--- config.mk ---
export PLATFORM = sky130hd
export DESIGN_NAME = muldiv_seq
export DESIGN_NICKNAME = d
export VERILOG_FILES = /design/src/rtl/muldiv_seq.sv
export SDC_FILE = /design/constraint.sdc
export NUM_CORES = 1
export LEC_CHECK = 0
export CORE_ASPECT_RATIO = 0.6
export CORE_MARGIN = 5
export CORE_UTILIZATION = 25
export DETAILED_ROUTE_END_ITERATION = 12
export PLACE_DENSITY = 0.39
export SLEW_MARGIN = 20
export SYNTH_ARGS = -nofsm -noshare
export SYNTH_HDL_FRONTEND = slang
export SYNTH_SLANG_ARGS = --single-unit
--- constraint.sdc ---
create_clock -name clk -period 6 [get_ports clk]
set_input_delay 1.2 -clock clk [delete_from_list [all_inputs] [get_ports clk]]
set_output_delay 1.2 -clock clk [all_outputs]
set_load 0.01 [all_outputs]
--- src/rtl/muldiv_seq.sv ---
// Sequential RV32M multiply/divide unit: shift-add multiply and restoring divide,
// one iteration per cycle, sharing a single 64-bit accumulator.
module muldiv_seq #(
    parameter bit SPECIAL_FAST = 1'b1
) (
    input  logic        clk,
    input  logic        rst_n,
    input  logic        start,
    input  logic [2:0]  fun_3,
    input  logic [31:0] operand1,
    input  logic [31:0] operand2,
    input  logic        flush,
    output logic        busy,
    output logic        stall,
    output logic        done,
    output logic [31:0] result
);

    typedef enum logic [1:0] {
        IDLE = 2'd0,
        CALC = 2'd1,
        DONE = 2'd2
    } state_t;

    state_t      r_state;
    state_t      w_state_next;

    logic [2:0]  r_op;
    logic [31:0] r_a;
    logic [31:0] r_b;
    logic        r_neg_a;
    logic        r_neg_b;
    logic        r_div0;
    logic        r_ovf;
    logic        r_prep;
    logic [4:0]  r_cnt;
    logic [31:0] r_mag_b;
    logic [63:0] r_acc;
    logic [31:0] r_result;

    logic        w_accept;
    logic        w_to_done;
    logic        w_sgn_a_in;
    logic        w_sgn_b_in;
    logic        w_div0_in;
    logic        w_ovf_in;
    logic        w_fast_in;
    logic [31:0] w_special_in;
    logic [31:0] w_special_reg;
    logic [31:0] w_mag_a;
    logic [31:0] w_mag_b;
    logic [32:0] w_mul_sum;
    logic [63:0] w_mul_step;
    logic [31:0] w_div_low;
    logic        w_div_ge;
    logic [63:0] w_div_step;
    logic [63:0] w_acc_step;
    logic [63:0] w_prod;
    logic [31:0] w_quot;
    logic [31:0] w_rem;
    logic [31:0] w_final;

    // Divide-by-zero and signed-overflow results are fixed by the ISA, independent of the datapath.
    function automatic logic [31:0] f_special(input logic is_rem, input logic [31:0] dividend,
                                              input logic div0);
        if (div0)
            f_special = is_rem ? dividend : 32'hFFFF_FFFF;
        else
            f_special = is_rem ? 32'd0 : 32'h8000_0000;
    endfunction

    always_comb begin
        w_sgn_a_in = 1'b0;
        w_sgn_b_in = 1'b0;
        case (fun_3)
            3'b000, 3'b001, 3'b100, 3'b110: begin
                w_sgn_a_in = 1'b1;
                w_sgn_b_in = 1'b1;
            end
            3'b010:  w_sgn_a_in = 1'b1;
            default: ;
        endcase
    end

    assign w_div0_in    = fun_3[2] & (operand2 == 32'd0);
    assign w_ovf_in     = fun_3[2] & ~fun_3[0] & (operand1 == 32'h8000_0000) &
                          (operand2 == 32'hFFFF_FFFF);
    assign w_fast_in    = SPECIAL_FAST & (w_div0_in | w_ovf_in);
    assign w_special_in = f_special(fun_3[1], operand1, w_div0_in);

    assign w_mag_a = r_neg_a ? -r_a : r_a;
    assign w_mag_b = r_neg_b ? -r_b : r_b;

    // Multiply: product grows in the upper half while the multiplier shifts out of the lower half.
    assign w_mul_sum  = {1'b0, r_acc[63:32]} + (r_acc[0] ? {1'b0, r_mag_b} : 33'd0);
    assign w_mul_step = {w_mul_sum, r_acc[31:1]};

    // Divide: upper half is the partial remainder, lower half shifts dividend out and quotient in.
    assign w_div_low  = r_acc[62:31];
    assign w_div_ge   = r_acc[63] | (w_div_low >= r_mag_b);
    assign w_div_step = {(w_div_ge ? (w_div_low - r_mag_b) : w_div_low), r_acc[30:0], w_div_ge};

    assign w_acc_step = r_op[2] ? w_div_step : w_mul_step;

    // Sign correction is applied to the value produced by the final iteration.
    assign w_prod        = (r_neg_a ^ r_neg_b) ? -w_acc_step : w_acc_step;
    assign w_quot        = (r_neg_a ^ r_neg_b) ? -w_acc_step[31:0] : w_acc_step[31:0];
    assign w_rem         = r_neg_a ? -w_acc_step[63:32] : w_acc_step[63:32];
    assign w_special_reg = f_special(r_op[1], r_a, r_div0);

    always_comb begin
        w_final = w_prod[31:0];
        if (r_op[2] & (r_div0 | r_ovf)) begin
            w_final = w_special_reg;
        end else begin
            case (r_op)
                3'b000:                 w_final = w_prod[31:0];
                3'b001, 3'b010, 3'b011: w_final = w_prod[63:32];
                3'b100, 3'b101:         w_final = w_quot;
                default:                w_final = w_rem;
            endcase
        end
    end

    always_ff @(posedge clk) begin
        if (!rst_n)
            r_state <= IDLE;
        else
            r_state <= w_state_next;
    end

    always_comb begin
        w_state_next = r_state;
        w_accept     = 1'b0;
        busy         = 1'b0;
        stall        = 1'b0;
        done         = 1'b0;
        case (r_state)
            IDLE: begin
                w_accept = start & ~flush;
                stall    = w_accept;
                if (w_accept)
                    w_state_next = w_fast_in ? DONE : CALC;
            end
            CALC: begin
                busy  = 1'b1;
                stall = 1'b1;
                if (flush)
                    w_state_next = IDLE;
                else if (!r_prep && (r_cnt == 5'd31))
                    w_state_next = DONE;
            end
            DONE: begin
                busy         = 1'b1;
                done         = 1'b1;
                w_state_next = IDLE;
            end
            default: w_state_next = IDLE;
        endcase
        w_to_done = (w_state_next == DONE) && (r_state != DONE);
    end

    // The first CALC cycle only loads operand magnitudes; the 32 iterations follow it.
    always_ff @(posedge clk) begin
        if (!rst_n) begin
            r_op     <= 3'd0;
            r_a      <= 32'd0;
            r_b      <= 32'd0;
            r_neg_a  <= 1'b0;
            r_neg_b  <= 1'b0;
            r_div0   <= 1'b0;
            r_ovf    <= 1'b0;
            r_prep   <= 1'b0;
            r_cnt    <= 5'd0;
            r_mag_b  <= 32'd0;
            r_acc    <= 64'd0;
            r_result <= 32'd0;
        end else begin
            if (w_accept) begin
                r_op    <= fun_3;
                r_a     <= operand1;
                r_b     <= operand2;
                r_neg_a <= w_sgn_a_in & operand1[31];
                r_neg_b <= w_sgn_b_in & operand2[31];
                r_div0  <= w_div0_in;
                r_ovf   <= w_ovf_in;
                r_prep  <= 1'b1;
                r_cnt   <= 5'd0;
            end else if (r_state == CALC) begin
                if (r_prep) begin
                    r_acc   <= {32'd0, w_mag_a};
                    r_mag_b <= w_mag_b;
                    r_prep  <= 1'b0;
                end else begin
                    r_acc <= w_acc_step;
                    r_cnt <= r_cnt + 5'd1;
                end
            end
            if (w_to_done)
                r_result <= (r_state == IDLE) ? w_special_in : w_final;
        end
    end

    assign result = r_result;

endmodule

==> results.yml <==
place:
  place.gp.congestion: 0.937
  dp.cells: 3502
  io_buffers: 105
  dp_hpwl_um: 68800
synth:
  syn_area_sq_um: 18300
  synth_flop_cell: "dfxtp_1"
  yosys_warnings: 0
  ys_seq_area_share_pct: 22.7
  synthCells: 2489
  synth_edf_count: 0
  synth_seq_cells: 207
  synth.distinct_cells: 96
  synthArstFlopShare_pct: 0
  syn_area_per_cell_sq_um: 7.35
  syn_nets: 2636
timing:
  max_freq_mhz: 176
  tightest_slew_ns: 1.30
  fin_worst_skew_ns: 0.0234
  period_needed_ns: 5.68
  relSlewSlack_pct: 12.2
  setup_viol: 0
  timing.final.crit_share_pct: 94.7
  rsz0062_at_grt: "no"
  hold_viol: 0
  finalMaxSlewViolations: 0
  holdWs_ns: 0.461
drt:
  dr_total_vias: 19500
  drc: 0
  avgViaCountPerCell: 5.49
  routedWlPerCell_um: 24.8
  ant_nets: 1
  wirelength_um: 88100
  drtIter0Drc: 2003
  dr.pass1.iters: 5
layout:
  nets: 2701
  instances_no_fill: 3554
  synthToLayoutAreaGrowth_pct: 18.4
  fillers: 7909
  drive_gt1_share_pct: 7.94
global_routing:
  antenna_found_initial: 3
  grt_pass1_vias: 18400
  grt_usage_pct: 21.6
  grt_pass1_wl_um: 129000
  grt_max_degree: 76
  grt.overflow.total: 0
clocking:
  cts_max_level: 1
  cts_max_path_buffers: 3
  cts_tree: "done"
  cts.sinks: 207
  clkTransAtPathRegs_ns: 0.07
  clk_latency_ns: 0.59
  post-cts-setup-buffer-count: 0
  cts_buffers: 25
  clockRootBuffer: "clkbuf_16"
critical_path:
  required_ns: 6.47
  critPathArrivalTime_ns: 6.16
  start_kind: "flop"
  crit_type: "flop to flop"
  setup.worst_path.end_class: "flop"
  cp_common_cell: "buf_4"
  cp_slowest_cell: "a222oi_1"
  worstPathMaxFanout: 16
  crit_path_max_incr_delay_ns: 0.49
job:
  drv_cap: 0
pwr:
  pwr_density_cell_nw_per_um2: 221
  ir_drop_v: 0.000208
  p_leak_nw: 8.23
floorplanning:
  initial_utilization_pct: 25.4
  rows: 76
  ioPinCount: 106
  dieHeight_um: 220
  dieArea_sq_um: 78800
  core_sq_um: 72100
  die_x_um: 359
outcome:
  status: "finished, violations left"
  violations: "antenna violations"
worst_hold_path:
  min_path_type: "flop to flop"
-- metrics by stage --
stage	setup slack [ns]	power, mW	TNS [ns]	util, %	instance area, sq um
final	0.318	4.78	0	30.0	21700
after global routing	0.0684	4.97	0	30.0	21600
after CTS	0.0691	4.78	0	30.0	21600
after detailed placement	-0.0689	2.99	-0.0689	28.7	20700
after global placement	-0.358	2.99	-5.77	28.7	20700
after floorplan	0.572	2.38	0	-	18300
-- power breakdown --
group	internal, mW	switching, mW
logic	0.515	1.02
registers	1.41	0.0634
clock network	1.06	0.708
-- flip-flops by register name, indices dropped and copies added, names as in the netlist --
register	cells
r_div0	1
r_b	32
r_op	3
r_neg_b	1
r_ovf	1
r_a	32
r_neg_a	1
r_state	2
result	32
r_mag_b	32
r_cnt	5
r_acc	64
r_prep	1
-- critical path, delay by kind of cell, from the launching register on --
| kind | cells | cell delay (ns) |
|---|---|---|
| XOR/XNOR | 1 | 0.18 |
| AO/OA/AOI/OAI | 10 | 2.20 |
| flip-flops | 1 | 0.45 |
| AND/OR/NAND/NOR | 7 | 1.07 |
| adder cells (fa/ha/maj) | 3 | 0.87 |
| buffers and inverters | 4 | 0.78 |
-- final timing paths --
kind	startpoint	cells after the start	to	slack [ns]
setup / recovery	r_acc[31]	25	result[6]	0.32
hold reg to reg	result[6]	2	result[6]	0.46
hold / removal	result[6]	2	result[6]	0.46
setup reg to reg	r_acc[31]	25	result[6]	0.32
-- cell type report --
cell class                      instances  area, sq um  share of cell area [%]
Multi-Input combinational cell       2024        13200                    61.0
Sequential cell                       207         4150                    19.2
Timing Repair Buffer                  201         1790                    8.29
Tap cell                              975         1220                    5.63
Clock buffer                           31          678                    3.13
Inverter                               95          357                    1.65
Clock inverter                         11          220                    1.02
Antenna cell                           10         25.0                   0.116
-- metal layers --
| metal | vias to the layer above | GRT usage [%] | routed length (um) |
|---|---|---|---|
| met1 | 9518 | 35.7 | 48100 |
| met5 | - | 0.613 | 13 |
| li1 | 9132 | - | - |
| met2 | 792 | 26.2 | 30300 |
| met4 | 2 | 3.56 | 1390 |
| met3 | 82 | 6.26 | 8310 |
-- placed cells by master (no fill, tap or decap), types with 34 or more instances in the layout --
| cell | count |
|---|---|
| ha_1 | 72 |
| o31ai_1 | 34 |
| xnor2_1 | 70 |
| o21ai_0 | 131 |
| a21boi_0 | 81 |
| nor3_1 | 54 |
| a21oi_1 | 167 |
| inv_1 | 94 |
| and2_1 | 75 |
| nor2b_1 | 57 |
| nand3_1 | 42 |
| o211a_1 | 35 |
| dfxtp_1 | 204 |
| o22ai_1 | 36 |
| clkdlybuf4s50_1 | 104 |
| mux2i_1 | 89 |
| nand2_1 | 384 |
| buf_4 | 95 |
| xor2_1 | 105 |
| nand4_1 | 36 |
| nor2_1 | 131 |
-- synth_stat cells, types with 42 or more instances --
| master | count | area share, % |
|---|---|---|
| nand3_1 | 42 | 1.1 |
| dfxtp_1 | 207 | 23 |
| a21oi_1 | 169 | 4.6 |
| inv_1 | 95 | 1.9 |
| nor3_1 | 54 | 1.5 |
| nor2_1 | 132 | 2.7 |
| mux2i_1 | 89 | 4.9 |
| xor2_1 | 106 | 5.1 |
| clkbuf_1 | 121 | 2.5 |
| ha_1 | 74 | 5.1 |
| nand2_1 | 385 | 7.9 |
| xnor2_1 | 71 | 3.4 |
| nor2b_1 | 57 | 1.9 |
| and2_1 | 76 | 2.6 |
| o21ai_0 | 133 | 3.6 |
| a21boi_0 | 81 | 3.3 |
-- kinds of logic after synthesis --
family / count (synthesis) / share of synthesized area [%]
xor gates and xnor gates: 177 / 8.48
and+or+nand+nor: 939 / 25.1
DFF: 207 / 22.7
muxes: 97 / 5.36
adders and majority gates: 76 / 5.28
buffers and inverters: 258 / 5.64
AOI/OAI and AO/OA: 735 / 27.5
-- timing repair --
| item | in CTS | in global routing |
|---|---|---|
| pin swaps | 0 | 1 |
| hold buffers | 0 | 0 |
| gates resized for setup | 2 | 5 |
| setup endpoints to repair | 1 | 9 |
Power figures use the tool's default switching activity.
